--- src/rtl/fv_fifo_reader.sv ---
// FV FIFO read-side burst controller.
// Drains burst_len entries into a valid/ready stream via a skid buffer.
package fv_pkg;

  typedef struct packed {
    logic [7:0]  src_id;
    logic [15:0] frame_no;
    logic [7:0]  flags;
  } FV_info2FV_FIFO;

endpackage

module fv_fifo_reader
  import fv_pkg::*;
#(
  parameter int BUF_DEPTH = 2,
  parameter int CNT_W     = 8
) (
  input  logic             clk,
  input  logic             reset,
  input  logic             start,
  input  logic [CNT_W-1:0] burst_len,
  output logic             busy,
  output logic             done,
  input  logic             fifo_rempty,
  output logic             fifo_rinc,
  input  FV_info2FV_FIFO   fifo_rdata,
  output logic             out_valid,
  input  logic             out_ready,
  output FV_info2FV_FIFO   out_data,
  output logic             out_last
);

  localparam logic [1:0] S_IDLE  = 2'd0;
  localparam logic [1:0] S_RUN   = 2'd1;
  localparam logic [1:0] S_DRAIN = 2'd2;
  localparam logic [1:0] S_DONE  = 2'd3;

  localparam int PTR_W = (BUF_DEPTH > 1) ? $clog2(BUF_DEPTH) : 1;
  localparam int OCC_W = $clog2(BUF_DEPTH + 1);
  localparam int SUM_W = OCC_W + 1;

  localparam logic [PTR_W-1:0] PTR_LAST = PTR_W'(BUF_DEPTH - 1);
  localparam logic [SUM_W-1:0] DEPTH_S  = SUM_W'(BUF_DEPTH);

  logic [1:0]       state_q;
  logic [1:0]       state_d;
  logic [CNT_W-1:0] issue_left_q;
  logic [CNT_W-1:0] out_left_q;
  logic             inflight_q;

  FV_info2FV_FIFO   buf_q [BUF_DEPTH];
  logic [PTR_W-1:0] head_q;
  logic [PTR_W-1:0] tail_q;
  logic [OCC_W-1:0] occ_q;

  logic             pop;
  logic             cap;
  logic             run;
  logic             go;
  logic             drained;
  logic [SUM_W-1:0] need;

  function automatic logic [PTR_W-1:0] ptr_inc(
    input logic [PTR_W-1:0] p
  );
    return (p == PTR_LAST) ? '0 : p + PTR_W'(1);
  endfunction

  assign run       = (state_q == S_RUN);
  assign busy      = run || (state_q == S_DRAIN);
  assign done      = (state_q == S_DONE);

  assign out_valid = (occ_q != '0);
  assign pop       = out_valid && out_ready;
  assign cap       = inflight_q;

  // Projected occupancy one cycle out; out_ready enters only via pop.
  assign need = SUM_W'(occ_q)
              + SUM_W'(inflight_q)
              - SUM_W'(pop);

  assign fifo_rinc = run
                  && !fifo_rempty
                  && (issue_left_q != '0)
                  && (need < DEPTH_S);

  assign go      = (state_q == S_IDLE) && start;
  assign drained = !inflight_q
                && (occ_q == '0)
                && (out_left_q == '0);

  assign out_data = out_valid ? buf_q[head_q] : '0;
  assign out_last = out_valid
                 && (out_left_q == CNT_W'(1));

  always_comb begin
    state_d = state_q;
    unique case (state_q)
      S_IDLE: begin
        if (start) begin
          state_d = (burst_len != '0) ? S_RUN : S_DONE;
        end
      end
      S_RUN: begin
        if (fifo_rinc && issue_left_q == CNT_W'(1)) begin
          state_d = S_DRAIN;
        end
      end
      S_DRAIN: begin
        if (drained) begin
          state_d = S_DONE;
        end
      end
      S_DONE:  state_d = S_IDLE;
      default: state_d = S_IDLE;
    endcase
  end

  always_ff @(posedge clk) begin
    if (reset) begin
      state_q    <= S_IDLE;
      inflight_q <= 1'b0;
    end else begin
      state_q    <= state_d;
      inflight_q <= fifo_rinc;
    end
  end

  always_ff @(posedge clk) begin
    if (reset) begin
      issue_left_q <= '0;
      out_left_q   <= '0;
    end else if (go && burst_len != '0) begin
      issue_left_q <= burst_len;
      out_left_q   <= burst_len;
    end else begin
      if (fifo_rinc) begin
        issue_left_q <= issue_left_q - CNT_W'(1);
      end
      if (pop) begin
        out_left_q <= out_left_q - CNT_W'(1);
      end
    end
  end

  always_ff @(posedge clk) begin
    if (reset) begin
      head_q <= '0;
      tail_q <= '0;
      occ_q  <= '0;
    end else begin
      if (cap) begin
        tail_q <= ptr_inc(tail_q);
      end
      if (pop) begin
        head_q <= ptr_inc(head_q);
      end
      unique case (1'b1)
        cap && !pop: occ_q <= occ_q + OCC_W'(1);
        pop && !cap: occ_q <= occ_q - OCC_W'(1);
        default:     occ_q <= occ_q;
      endcase
    end
  end

  // Payload storage needs no reset; out_data is masked while empty.
  always_ff @(posedge clk) begin
    if (cap) begin
      buf_q[tail_q] <= fifo_rdata;
    end
  end

endmodule

--- config.mk ---
export PLATFORM = sky130hd
export DESIGN_NAME = fv_fifo_reader
export DESIGN_NICKNAME = d
export VERILOG_FILES = /design/src/rtl/fv_fifo_reader.sv
export SDC_FILE = /design/constraint.sdc
export NUM_CORES = 1
export LEC_CHECK = 0
export ABC_CLOCK_PERIOD_IN_PS = 3390
export BUFFER_PORTS_ARGS = -buffer_cell sky130_fd_sc_hd__buf_2
export CAP_MARGIN = 10
export CORE_MARGIN = 1
export CORE_UTILIZATION = 54
export CTS_CLUSTER_DIAMETER = 200
export DETAILED_ROUTE_END_ITERATION = 7
export GPL_ROUTABILITY_DRIVEN = 0
export GPL_TIMING_DRIVEN = 1
export PLACE_DENSITY_LB_ADDON = 0.12
export SYNTH_ARGS = -nofsm -noshare
export SYNTH_HDL_FRONTEND = slang
export SYNTH_SLANG_ARGS = --single-unit
--- constraint.sdc ---
create_clock -name clk -period 3.39 [get_ports clk]
set_clock_uncertainty 0.2 [all_clocks]
set_input_delay 0.678 -clock clk [delete_from_list [all_inputs] [get_ports clk]]
set_output_delay 0.678 -clock clk [all_outputs]
set_load 0.02 [all_outputs]
Word level (Yosys, flattened, before mapping)
Memory sizes are Yosys's and may differ from the RTL's. A register that Yosys moved wholly into a read port is not among the register bits.
Cells that the tools add are included.
{ "word_totals": {"word_cells": 68, "regBits": 23, "ram_bits": 64, "mem_count": 1} }
{ "mem_list": {"columns": ["memory", "depth", "width", "read_ports", "rd_ports_with_merged_regs", "write_ports", "line", "rtl"], "rows": [
  ["buf_q", 2, 32, 1, 1, 1, "52", "FV_info2FV_FIFO buf_q [BUF_DEPTH];"]
]} }
{ "classes": {"n_reduce_logical": 26, "n_lt_le_gt_ge": 1, "n_eq_ne": 8, "n_addsub": 8, "mux": 17} }
{ "op_table": {"columns": ["op", "n"], "rows": [
  ["32-bit two-way mux", 1],
  ["8-bit two-way mux", 4],
  ["8-bit by 1-bit equality test with 1-bit output, second input constant", 2],
  ["8-bit nonzero test", 2],
  ["8-bit by 1-bit subtractor with 8-bit output, second input constant", 2],
  ["1-bit logical AND", 12],
  ["8-bit zero test", 1],
  ["2-bit two-way mux", 4],
  ["2-bit case mux with 4 select lines", 1],
  ["2-bit nonzero test", 4],
  ["1-bit two-way mux", 6],
  ["2-bit equality test, second input constant", 2],
  ["2-bit zero test", 2],
  ["2-bit inequality test, second input constant", 2],
  ["2-bit case mux with 2 select lines", 1],
  ["2-bit by 1-bit adder with 3-bit output", 1],
  ["1-bit zero test", 3],
  ["3-bit by 2-bit < comparator with 1-bit output, second input constant", 1],
  ["3-bit AND reduction", 1],
  ["3-bit by 1-bit subtractor with 3-bit output", 1],
  ["1-bit adder, second input constant", 2],
  ["2-bit by 1-bit adder with 2-bit output, second input constant", 1],
  ["2-bit by 1-bit equality test with 1-bit output, second input constant", 1],
  ["2-bit by 1-bit inequality test with 1-bit output, second input constant", 1],
  ["other kinds (2)", 2]
]} }

Logic depth before layout (Yosys ltp)
{ "depth": {"depth_word": 8, "mapped_depth": 9} }

Worst setup path after synthesis
Ideal clock, no wire load.
{ "synth_timing": {"kind": "input -> output", "startpoint": "input port out_ready", "endpoint": "output port fifo_rinc", "arrival_time_ps": 2286, "path_buffers": 1, "slack_ps": 226, "stages": 7, "path_cell_list": "o21ai_0 > nor2_1 > fa_1 > nor2b_1 > nand3_4 > clkbuf_1 > nor2_1"} }
{ "synth_between": {"elab_chain_len": 4} }
{ "synth_lines": {"columns": ["element", "line", "rtl"], "rows": [
  ["start, declared", "29", "input logic out_ready,"],
  ["1-bit logical AND", "75", "assign pop = out_valid && out_ready;"],
  ["3-bit by 1-bit subtractor with 3-bit output", "81", "- SUM_W'(pop);"],
  ["3-bit by 2-bit < comparator with 1-bit output", "86", "&& (need < DEPTH_S);"],
  ["1-bit logical AND", "86", null],
  ["end, declared", "26", "output logic fifo_rinc,"]
]} }
No other way between the ends.

Worst setup path after layout
{ "layout_timing": {"startpoint": "register inflight_q, in the netlist cap", "endpoint": "output port fifo_rinc"} }
{ "layout_between": {"elab_chain_len": 4} }
{ "layout_lines": {"columns": ["element", "line", "rtl"], "rows": [
  ["start, declared", "50", "logic inflight_q;"],
  ["start signal, assigned", "126", "inflight_q <= fifo_rinc;"],
  ["2-bit by 1-bit adder with 3-bit output", "80", "+ SUM_W'(inflight_q)"],
  ["3-bit by 1-bit subtractor with 3-bit output", "81", null],
  ["3-bit by 2-bit < comparator with 1-bit output", "86", null],
  ["1-bit logical AND", "86", null]
]} }
No other way between the ends.

==> impl_summary.txt <==
----------------------------------------------------
[Global routing]
  Global-route total usage across every layer ... 19.27%
  Largest net degree at the start of global routing ... 34
  Sum of overflow across all layers after global routing ... 0
  Initial antenna violation count ... 0
  First-pass GRT wire length ... 10,930 um
  Number of global-route vias before repair ... 2,431

[Setup path]
  Cells along the critical path ... xor2_1 -> nand2_1 -> fa_1 -> nor2b_1 -> nand3_4 -> nor2_1 -> buf_2
  CP Capture Type ... output port
  Crit-path slowest cell ... dfxtp_1
  Destination of the worst register-to-register timing path ... issue_left_q[5]
  Family with the most delay on the worst path ... simple AND/OR/NAND/NOR gates
  Max stage delay on crit path ... 0.50 ns
  Start-to-end type of the worst setup path ... flip-flop to output port
  Category of the worst setup path launch point ... flip-flop
  Slack of the worst reg-to-reg path ... 0.55 ns
  Worst reg-to-reg path cell count ... 8
  Critical Path Fanout Max ... 10
  Combined buffer and inverter count along the critical path ... 1
  Arr. time, crit path ... 2.34 ns
  R2r startpoint ... cap
  Worst path required time ... 2.51 ns

[Floorplanning]
  Core region area ... 6907 um^2
  Number of core rows ... 30
  Starting density of the core ... 56.61%
  Die Outline Area ... 7585 um^2
  Chip width ... 87.09 um
  Die height ... 87.09 um
  Top Ports ... 82

[Final layout]
  Combined area of the multi-input logic cells ... 1398 um^2
  Fill cell total of the finished layout ... 554
  # diodes ... 0
  Net total in the final layout ... 447
  Core utilization of the finished layout ... 67.08%
  Layout cells sized above 1 ... 27.59%
  Sequential Area ... 2404 um^2
  Post-synthesis to final-layout area growth ... 18.50%

[Clocking]
  Clock buffer depth ... 2
  TritonCTS Buffers ... 9
  Clock-pin slew of the registers on the worst-case setup and hold paths ... 0.09 ns
  CTS root buffer ... clkbuf_8
  Sink Count ... 88
  CTS HTree Levels ... 3
  Clock tree from TritonCTS ... done
  Clock latency reported for the late side of the worst-skew pair ... 0.34 ns
  Hold-fix buffers at CTS ... 0

[Power]
  Overall Power ... 3165 uW
  Leakage power ... 0.001735 uW
  Worst voltage drop across the vdd grid ... 0.4022 mV
  Ratio of total power to cell area ... 683.1 nW/um^2

[Worst hold path]
  Path category of the worst min-delay check ... input pin to flip-flop
  Startpoint of the lowest-slack hold path ... fifo_rdata[24]
  Hold Crit Depth ... 1
  WHS Endpoint ... buf_q[1][24]

[STA]
  Time the final worst path needs with I/O delays and setup ... 3.219 ns
  Number of failing hold endpoints at the final stage ... 0
  Tightest slew margin relative to the limit ... 38.38%
  Hold slack ... 0.3129 ns
  Setup repair after global routing missed its margin ... false
  Share of the cycle needed by the critical path after routing ... 94.94%
  Max-slew violation count ... 0
  Transition time at the pin with the least slew margin ... 0.9220 ns
  Highest clock rate ... 310.7 MHz
  Finish-stage setup viols ... 0
  Setup TNS ... 0 ns

[Yosys]
  Number of distinct library cell variants in the gate-level netlist after synthesis ... 46
  Share of synthesized registers carrying an async set or reset ... 0%
  Post-synthesis net count ... 366
  Average instance area after synthesis ... 12.61 um^2
  Top-area cell type share of the netlist area ... 49.15%
  Library cell occupying the most area in the post-synthesis netlist ... edfxtp_1
  Largest cells by area after synthesis ... edfxtp_1 49%, dfxtp_1 12%, mux2i_1 8.4%
  Area of the mapped netlist ... 3910 um^2
  Seq/Total Area, Yosys ... 61.44%
  Primary FF master, synth ... edfxtp_1
  Warnings, synthesis ... 0
  Number of flops mapped to enable cells by yosys ... 64
  Cells after synthesis ... 310
  Seq cells post-synth ... 88

[Job]
  Reported max-cap violation count ... 0

[Routing]
  Vias per std cell ... 5.356
  Drt drc ... 0
  Final routed wire length divided by cell count ... 14.40 um
  Count of vias placed by the detailed router ... 2,630
  TritonRoute pass-1 iters ... 4
  Total wire length ... 7069 um
  Count of antenna-violating nets left after detailed routing ... 0
  1st-iter DRT viols ... 97

[Place]
  DP Wirelength ... 4835 um
  Count of buffers inserted at the top-level ports ... 81

[Status]
  Outcome ... complete, no violations

----------------------------------------------------
-- per-stage QoR --
step | area [um^2] | instances | setup slack, ns
floorplan | 3910 | 310 | 0.2265
global placement | 4413 | 476 | 0.2209
detailed placement | 4413 | 476 | 0.1792
CTS | 4629 | 491 | 0.02670
global route | 4633 | 491 | 0.01935
finish | 4633 | 491 | 0.1714
-- worst reg2reg max path, delay by kind of cell, from the launching register on --
| kind | cells | cell delay, ns |
|---|---|---|
| AO/OA/AOI/OAI | 1 | 0.16 |
| buffers and inverters | 1 | 0.20 |
| AND/OR/NAND/NOR | 4 | 1.05 |
| XOR/XNOR | 1 | 0.19 |
| flip-flops | 1 | 0.50 |
| adder cells (fa/ha/maj) | 1 | 0.48 |
-- cells in the mapped netlist, types with 2 or more instances --
master     number
edfxtp_1       64
a21oi_1         8
o31ai_1         4
xor2_1          6
nor2b_1         3
ha_1           10
o21ai_0         4
nand3_1         4
nand2_1         8
nor2_1         46
and2_1          2
a2111oi_0       2
mux2i_1        33
a211oi_1        4
inv_1          12
dfxtp_1        24
and4_1          2
nand4_1         3
buf_2           6
nor3_1          6
or4_1           5
xnor2_1         6
or3_1           2
clkbuf_1        9
nor4_1          4
and3_1          2
a31oi_1         5
o21bai_1        6
nand3b_1        2
a211o_1         2
-- cell families (layout without fill, tap and decap cells) --
logic type	after synthesis	after routing	share of synthesized area (%)
buffers and inverters	29	114	3.168
adders and majority gates	11	11	3.712
and+or+nand+nor	94	94	12.42
muxes	33	33	8.448
DFF	88	88	61.44
AOI/OAI and AO/OA	42	42	7.425
xor gates and xnor gates	13	13	3.392
-- layer usage --
metal | global-route usage, % | wire length [um] | vias to the layer above
met5 | 0 | 0 | -
met4 | 8.197 | 106 | 0
met3 | 3.791 | 383 | 11
met2 | 33.36 | 3420 | 85
met1 | 23.56 | 3158 | 1228
li1 | - | - | 1306
-- what timing repair did --
item | in CTS | in global routing
setup endpoints to repair | 0 | 1
buffers inserted | 0 | 0
gates resized for setup | 0 | 2
-- power breakdown --
group	internal [uW]	switching, uW
logic	386	618
clock network	414	355
registers	1280	107
total	2080	1080
-- placed cells by master, fill, tap and decap left out, types with 3 or more instances in the layout --
cell      synthesis  layout
inv_1            12      12
xor2_1            6       6
nor3_1            6       6
a31oi_1           5       5
mux2i_1          33      33
ha_1             10      10
buf_4             0       6
xnor2_1           6       6
a211oi_1          4       4
dfxtp_1          24      23
nor2_1           46      44
nor2b_1           3       3
o31ai_1           4       4
o21ai_0           4       3
nand4_1           3       3
a21oi_1           8       8
clkbuf_8          0       9
buf_2             6      81
edfxtp_1         64      64
o21bai_1          6       6
nand3_1           4       4
nand2_1           8       8
or4_1             5       5
nor4_1            4       4
-- worst max-delay path by stage --
stage / from / endpoint / slack, ns / depth (start not counted)
finish: cap / fifo_rinc / 0.17 / 7
global route: cap / fifo_rinc / 0.02 / 7
CTS: occ_q[0] / fifo_rinc / 0.03 / 7
detailed placement: out_ready / fifo_rinc / 0.18 / 8
global placement: out_ready / fifo_rinc / 0.22 / 8
floorplan: out_ready / fifo_rinc / 0.23 / 7
-- sequential cells by signal, summed over array words and instances, names as in the netlist, named ones only --
signal and cells:
buf_q 64, issue_left_q 8, out_left_q 8, occ_q 2
state_q 2, cap 1, head_q 1, tail_q 1
-- final cells by class --
| type | instances | area share [%] |
|---|---|---|
| Inverter | 12 | 0.9722 |
| Multi-Input combinational cell | 193 | 30.16 |
| Timing Repair Buffer | 87 | 9.722 |
| Clock buffer | 9 | 2.674 |
| Clock inverter | 6 | 1.998 |
| Tap cell | 96 | 2.592 |
| Sequential cell | 88 | 51.88 |
Note: power is estimated with default switching activity, not from simulation.
